$ cat config.mk
export PLATFORM = sky130hd
export DESIGN_NAME = amo_seq
export DESIGN_NICKNAME = d
export VERILOG_FILES = /design/src/rtl/config_pkg.sv /design/src/rtl/amoalu.sv /design/src/rtl/amo_seq.sv
export SDC_FILE = /design/constraint.sdc
export NUM_CORES = 1
export LEC_CHECK = 0
export ABC_AREA = 1
export CELL_PAD_IN_SITES_DETAIL_PLACEMENT = 0
export CELL_PAD_IN_SITES_GLOBAL_PLACEMENT = 2
export CORE_ASPECT_RATIO = 1.5
export CORE_MARGIN = 2
export CORE_UTILIZATION = 32
export CTS_BUF_LIST = sky130_fd_sc_hd__clkbuf_4 sky130_fd_sc_hd__clkbuf_8
export CTS_CLUSTER_SIZE = 20
export DETAILED_ROUTE_END_ITERATION = 12
export GPL_TIMING_DRIVEN = 0
export PLACE_DENSITY_LB_ADDON = 0.05
export RECOVER_POWER = 25
export SETUP_SLACK_MARGIN = 0.15
export SLEW_MARGIN = 20
export SYNTH_ARGS = -nofsm -noshare
export SYNTH_HDL_FRONTEND = slang
export SYNTH_SLANG_ARGS = --single-unit
export TNS_END_PERCENT = 20
$ cat constraint.sdc
create_clock -name clk -period 6.9 [get_ports clk]
set_clock_uncertainty 0.2 [all_clocks]
set_input_delay 2.07 -clock clk [delete_from_list [all_inputs] [get_ports clk]]
set_output_delay 2.07 -clock clk [all_outputs]
set_load 0.005 [all_outputs]
$ cat src/rtl/config_pkg.sv
// -----------------------------------------------------------------------------
// config_pkg -- shared configuration for the AMO sequencer.
//
// Holds the default data/address widths, the AMO funct7[6:2] encodings
// (amo_funct_t), the sequencer state encoding (amo_state_t) and a helper
// that says whether a funct is executable in this build.
//
// Optional feature macro: AMO_MINMAX_EN adds min/max/minu/maxu to the
// supported set. Without it those encodings are reported as illegal.
// -----------------------------------------------------------------------------
package config_pkg;

    localparam int XLEN    = 64;
    localparam int PA_BITS = 56;

    // funct7[6:2] of the RISC-V A-extension AMOs.
    typedef enum logic [4:0] {
        AMO_ADD  = 5'b00000,
        AMO_SWAP = 5'b00001,
        AMO_XOR  = 5'b00100,
        AMO_OR   = 5'b01000,
        AMO_AND  = 5'b01100,
        AMO_MIN  = 5'b10000,
        AMO_MAX  = 5'b10100,
        AMO_MINU = 5'b11000,
        AMO_MAXU = 5'b11100
    } amo_funct_t;

    typedef enum logic [1:0] {
        IDLE  = 2'd0,
        READ  = 2'd1,
        WRITE = 2'd2,
        DONE  = 2'd3
    } amo_state_t;

    // True for encodings the sequencer can execute in this build.
    function automatic logic amoSupported(input logic [4:0] funct);
        case (funct)
            AMO_ADD, AMO_SWAP, AMO_XOR, AMO_OR, AMO_AND: return 1'b1;
`ifdef AMO_MINMAX_EN
            AMO_MIN, AMO_MAX, AMO_MINU, AMO_MAXU:        return 1'b1;
`endif
            default:                                     return 1'b0;
        endcase
    endfunction

endpackage

$ cat src/rtl/amoalu.sv
// -----------------------------------------------------------------------------
// amoalu -- combinational AMO data operation.
//
// Ports:
//   oldValue  in  XLEN  value read from memory
//   rs2       in  XLEN  source operand
//   funct     in  5     amo_funct_t operation
//   word      in  1     32-bit (.W) operation, only meaningful when XLEN=64
//   newValue  out XLEN  value to store back
//
// In word mode only the low 32 bits are computed; the upper half of the
// stored value is the old upper half. Min/max logic exists only when
// AMO_MINMAX_EN is defined.
// -----------------------------------------------------------------------------
module amoalu #(
    parameter int XLEN = config_pkg::XLEN
) (
    input  logic                   [XLEN-1:0] oldValue,
    input  logic                   [XLEN-1:0] rs2,
    input  config_pkg::amo_funct_t            funct,
    input  logic                              word,
    output logic                   [XLEN-1:0] newValue
);
    import config_pkg::*;

    logic [XLEN-1:0] opA;
    logic [XLEN-1:0] opB;
    logic [XLEN-1:0] res;
    logic            signedCmp;

`ifdef AMO_MINMAX_EN
    logic lessThan;
    assign signedCmp = (funct == AMO_MIN) || (funct == AMO_MAX);
    assign lessThan  = signedCmp ? ($signed(opA) < $signed(opB)) : (opA < opB);
`else
    assign signedCmp = 1'b0;
`endif

    // Word operands are widened so that a full-width compare gives the
    // 32-bit signed/unsigned answer; add/logic ops only use the low word.
    if (XLEN == 64) begin : gRv64
        logic extA;
        logic extB;
        assign extA     = word & signedCmp & oldValue[31];
        assign extB     = word & signedCmp & rs2[31];
        assign opA      = word ? {{32{extA}}, oldValue[31:0]} : oldValue;
        assign opB      = word ? {{32{extB}}, rs2[31:0]}      : rs2;
        assign newValue = word ? {oldValue[63:32], res[31:0]} : res;
    end else begin : gRv32
        assign opA      = oldValue;
        assign opB      = rs2;
        assign newValue = res;
    end

    always_comb begin
        // NOTE: default assignment first so no path through the case leaves res unassigned (no latch).
        res = opB;
        case (funct)
            AMO_ADD:            res = opA + opB;
            AMO_SWAP:           res = opB;
            AMO_XOR:            res = opA ^ opB;
            AMO_OR:             res = opA | opB;
            AMO_AND:            res = opA & opB;
`ifdef AMO_MINMAX_EN
            AMO_MIN, AMO_MINU:  res = lessThan ? opA : opB;
            AMO_MAX, AMO_MAXU:  res = lessThan ? opB : opA;
`endif
            default:            res = opB;
        endcase
    end

endmodule

$ cat src/rtl/amo_seq.sv
// -----------------------------------------------------------------------------
// amo_seq -- read-modify-write sequencer for RISC-V atomic memory operations.
//
// Ports:
//   clk, reset_n    clock, asynchronous active-low reset
//   AmoReqM         AMO in the Memory stage
//   AmoFunctM[4:0]  funct7[6:2] of the AMO
//   AmoWordM        .W operation (XLEN=64 only)
//   FlushM          kill the Memory-stage instruction
//   StallW          Writeback stall, holds DONE
//   Rs2M            source operand
//   ReadDataM       cache read data, valid with MemAckM
//   MemAckM         cache completed the current access
//   PreLSURWM[1:0]  {read, write} request to the LSU
//   AmoWriteDataM   computed store data
//   AmoResultM      old memory value for rd (sign-extended for .W)
//   AmoStallM       hold the pipeline until the AMO completes
//   IllegalAmoM     unsupported funct, one-cycle pulse
//
// Optional feature macro: AMO_MINMAX_EN enables min/max/minu/maxu.
// -----------------------------------------------------------------------------
module amo_seq #(
    parameter int XLEN    = config_pkg::XLEN,
    parameter int PA_BITS = config_pkg::PA_BITS
) (
    input  logic            clk,
    input  logic            reset_n,
    input  logic            AmoReqM,
    input  logic [4:0]      AmoFunctM,
    input  logic            AmoWordM,
    input  logic            FlushM,
    input  logic            StallW,
    input  logic [XLEN-1:0] Rs2M,
    input  logic [XLEN-1:0] ReadDataM,
    input  logic            MemAckM,
    output logic [1:0]      PreLSURWM,
    output logic [XLEN-1:0] AmoWriteDataM,
    output logic [XLEN-1:0] AmoResultM,
    output logic            AmoStallM,
    output logic            IllegalAmoM
);
    import config_pkg::*;

    if ((XLEN != 32 && XLEN != 64) || PA_BITS < 12) begin : gBadConfig
        $error("amo_seq: XLEN must be 32 or 64 and PA_BITS at least 12");
    end

    amo_state_t      state;
    amo_funct_t      functReg;
    logic            wordReg;
    logic [XLEN-1:0] rs2Reg;
    logic [XLEN-1:0] oldValue;
    logic [XLEN-1:0] newValue;
    logic            wordEff;
    logic            inIdle;
    logic            accept;

    if (XLEN == 64) begin : gWord64
        assign wordEff    = AmoWordM;
        assign AmoResultM = wordReg ? {{32{oldValue[31]}}, oldValue[31:0]} : oldValue;
    end else begin : gWord32
        assign wordEff    = 1'b0;
        assign AmoResultM = oldValue;
    end

    // reset_n gates the request decode so the combinational outputs are
    // also held at 0 for the whole reset, not just the registers.
    assign inIdle      = reset_n & (state == IDLE);
    assign accept      = inIdle & AmoReqM & ~FlushM & amoSupported(AmoFunctM);
    assign IllegalAmoM = inIdle & AmoReqM & ~FlushM & ~amoSupported(AmoFunctM);

    assign PreLSURWM = (state == READ)  ? 2'b10 :
                       (state == WRITE) ? 2'b01 : 2'b00;
    assign AmoStallM = (state == READ) | (state == WRITE) | accept;

    // Operands are latched at acceptance so the store data does not depend
    // on the pipeline keeping Rs2M/funct stable during the access.
    amoalu #(.XLEN(XLEN)) uAlu (
        .oldValue (ReadDataM),
        .rs2      (rs2Reg),
        .funct    (functReg),
        .word     (wordReg),
        .newValue (newValue)
    );

    // NOTE: sequential state is updated with non-blocking assignments only, so every register samples pre-edge values.
    always_ff @(posedge clk or negedge reset_n) begin
        if (!reset_n) begin
            state         <= IDLE;
            functReg      <= AMO_ADD;
            wordReg       <= 1'b0;
            rs2Reg        <= '0;
            oldValue      <= '0;
            AmoWriteDataM <= '0;
        end else begin
            case (state)
                IDLE: begin
                    if (accept) begin
                        state    <= READ;
                        functReg <= amo_funct_t'(AmoFunctM);
                        wordReg  <= wordEff;
                        rs2Reg   <= Rs2M;
                    end
                end
                READ: begin
                    // A flush takes priority over a same-cycle ack: the
                    // instruction is dead, so no write may follow.
                    if (FlushM) begin
                        state <= IDLE;
                    end else if (MemAckM) begin
                        state         <= WRITE;
                        oldValue      <= ReadDataM;
                        AmoWriteDataM <= newValue;
                    end
                end
                WRITE: begin
                    if (MemAckM) state <= DONE;
                end
                DONE: begin
                    if (!StallW) state <= IDLE;
                end
                default: state <= IDLE;
            endcase
        end
    end

endmodule

==> results.sh <==
export IMPL_cap_viol_max_count=1
export IMPL_drv_slew=32
export IMPL_async_flop_share_pct=100
export IMPL_dominantRegCellSynth="dfrtp_1"
export IMPL_start_util_pct=32.4
export IMPL_wl_per_cell_um=21.6
export IMPL_synth_edf_count=0
export IMPL_layoutNonFillerInstCount=3880
export IMPL_synth_largest_area_cell="dfrtp_1"
export IMPL_fin_hold_ws_ps=289
export IMPL_setup_viol=0
export IMPL_antenna_found_initial=2
export IMPL_slew_headroom_pct=-43.5
export IMPL_vias=18735
export IMPL_r2r_setup_slack_ps=2520
export IMPL_post_synth_top_area_fraction_pct=28.3
export IMPL_grt_pass1_vias=19146
export IMPL_cts_max_path_buffers=2
export IMPL_power_density_nw_per_um2=349
export IMPL_die_h_um=292
export IMPL_critical_path_max_stage_delay_ps=510
export IMPL_period_needed_ps=6470
export IMPL_status="complete, but fails checks"
export IMPL_critical_path_buf_inv_count=5
export IMPL_hpwl_um=70000
export IMPL_grt_usage_pct=29.3
export IMPL_grt_overflow=0
export IMPL_ys_seq_elements=200
export IMPL_start_kind="primary input"
export IMPL_synth_most_common_cell="nand2_1"
export IMPL_vias_per_cell=4.83
export IMPL_hold_path_class="reg2reg"
export IMPL_leakagePower_nw=11.9
export IMPL_crit_top_cell="buf_16"
export IMPL_crit_chain="buf_12, buf_16, buf_16, nand3_1, nor2_1, nand3_4, clkbuf_8, nand2_1, clkdlybuf4s50_1"
export IMPL_ys_types=47
export IMPL_synth_area_leaders="dfrtp_1, nand2_1, inv_1, ha_1, nor2_1"
export IMPL_cp_required_ps=4630
export IMPL_cts_root_buf="clkbuf_8"
export IMPL_routed_wl_um=83800
export IMPL_cts_tree="yes"
export IMPL_synth_area_sq_um=17700
export IMPL_fin_crit_sh_pct=93.8
export IMPL_cts_hold_buf=0
export IMPL_clock_sinks=200
export IMPL_clkLatencyLatePin_ps=570
export IMPL_coreArea_sq_um=54700
export IMPL_place_inst=3843
export IMPL_tns_ps=0
export IMPL_ant_nets=0
export IMPL_end_kind="output pin"
export IMPL_worstMarginPinSlew_ps=2150
export IMPL_cp_slowest_cell="clkdlybuf4s50_1"
export IMPL_worst_ir_drop_vdd_uv=167
export IMPL_synthCells=2875
export IMPL_critPathKind="in2out"
export IMPL_die_area_sq_um=57200
export IMPL_yosys_top_cells_count="nand2_1, inv_1, nor2_1, dfrtp_1, a21oi_1"
export IMPL_dr_pass1_iters=8
export IMPL_portBuffers=271
export IMPL_ys_seq_area_share_pct=28.3
export IMPL_std_cell_rows=105
export IMPL_cp_arrival_ps=4200
export IMPL_rsz0062_at_grt="no"
export IMPL_critical_path_top_delay_family="buffers and inverters"
export IMPL_crit_fanout=50
export IMPL_path_clk_slew_ps=120
export IMPL_finalHoldViolCount=0
export IMPL_first_iter_violations=935
export IMPL_syn_nets=3149
export IMPL_gp_congestion=0.969
export IMPL_num_io_pins=272
export IMPL_area_delta_synth_final_pct=23.3
export IMPL_fin_nets=3444
export IMPL_grt_max_degree=51
export IMPL_grt_pass1_wl_um=121000
export IMPL_drc_errors=0
export IMPL_cts_buffers=17
export IMPL_drive_gt1_share_pct=5.22
export IMPL_fmaxAchievable_mhz=155
export IMPL_htreeDepth=4
export IMPL_fp_dieW_um=196
export IMPL_violations="capacitance limit, slew limit"
export IMPL_post_route_util_pct=39.9
export IMPL_syn_avg_cell_area_sq_um=6.15
export IMPL_synth_warnings=0
registers in the layout (all words and copies together) (netlist names), named ones only:
signal         count
AmoWriteDataM     64
functReg           5
oldValue          64
rs2Reg            64
state              1
wordReg            1
final timing paths:
kind / start / endpoint / cells after the start
setup / recovery: reset_n / AmoStallM / 9
hold / removal: AmoWriteDataM[15] / AmoWriteDataM[15] / 2
setup reg to reg: wordReg / AmoWriteDataM[48] / 19
hold reg to reg: AmoWriteDataM[15] / AmoWriteDataM[15] / 2
max in group asynchronous: reset_n / oldValue[23] / 2
min in group asynchronous: reset_n / AmoWriteDataM[20] / 1
cell type report:
| cell class | count | area (sq um) |
|---|---|---|
| buffer | 130 | 757 |
| clock buffer | 20 | 269 |
| inverter | 552 | 2070 |
| antenna | 2 | 5.00 |
| multi-input combinational | 1992 | 9870 |
| fill | 6126 | 32900 |
| timing repair buffer | 277 | 2830 |
| clock inverter | 12 | 130 |
| tap | 695 | 870 |
| sequential | 200 | 5000 |
through the flow:
step	worst slack, ps	total power, W	cell area (sq um)
global placement	-8470	0.00675	21300
detailed placement	-1380	0.00680	21300
global route	239	0.00819	21800
floorplan	1550	0.00451	17700
CTS	177	0.00767	21800
finish	428	0.00760	21800
layer usage:
| metal | global-route usage, % | wire length (um) | up-vias | part of all wire, % |
|---|---|---|---|---|
| li1 | - | - | 9386 | - |
| met1 | 29.2 | 30000 | 8708 | 36 |
| met2 | 57.2 | 45300 | 481 | 54 |
| met3 | 2.53 | 2350 | 160 | 2.8 |
| met4 | 19.6 | 6200 | 0 | 7.4 |
| met5 | 0 | 0 | - | 0 |
worst min-delay path: cells and delay by family, from the launching register on:
kind / cells / cell delay [ps]
simple gates: 2 / 100
flops: 1 / 360
cell usage in the layout, fill, tap and decap left out, types with 5 or more instances in the layout:
cell type,instances
o22ai_1,26
nor2_2,13
a31oi_1,5
nand4_1,12
nor2_1,246
buf_2,15
a221oi_1,27
nand3_2,9
nor3_1,16
nand2_2,20
clkbuf_1,61
nand3_1,98
clkbuf_8,24
clkdlybuf4s50_1,270
o21ai_0,137
nand2_1,1015
dlygate4sd1_1,6
o2111ai_1,11
o21ai_1,5
a21oi_1,166
buf_4,34
dfrtp_1,200
a211oi_1,17
buf_1,6
ha_1,133
inv_2,12
inv_1,538
buf_6,5
kinds of logic (layout without fill, tap and decap cells):
kind of cell / count (synthesis) / after routing / share of synthesized area [%]
adders and majority gates: 134 / 134 / 9.52
muxes: 4 / 4 / 0.255
buffers and inverters: 683 / 991 / 16.0
DFF: 200 / 200 / 28.3
and+or+nand+nor: 1446 / 1446 / 32.9
xor gates and xnor gates: 1 / 1 / 0.0495
other: 0 / 2 / 0
AOI/OAI and AO/OA: 407 / 407 / 13.0
power by group:
part           internal (W)  total (W)  switching [W]
Combinational       0.00193    0.00481        0.00288
Sequential          0.00167    0.00196       0.000293
Clock              0.000292   0.000835       0.000543
timing repair:
action,CTS,global route
gates resized for setup,4,1
cloned,2,1
setup buffers,1,0
setup endpoints to repair,1,1
pin swaps,1,0
(Power assumes the default switching activity.)
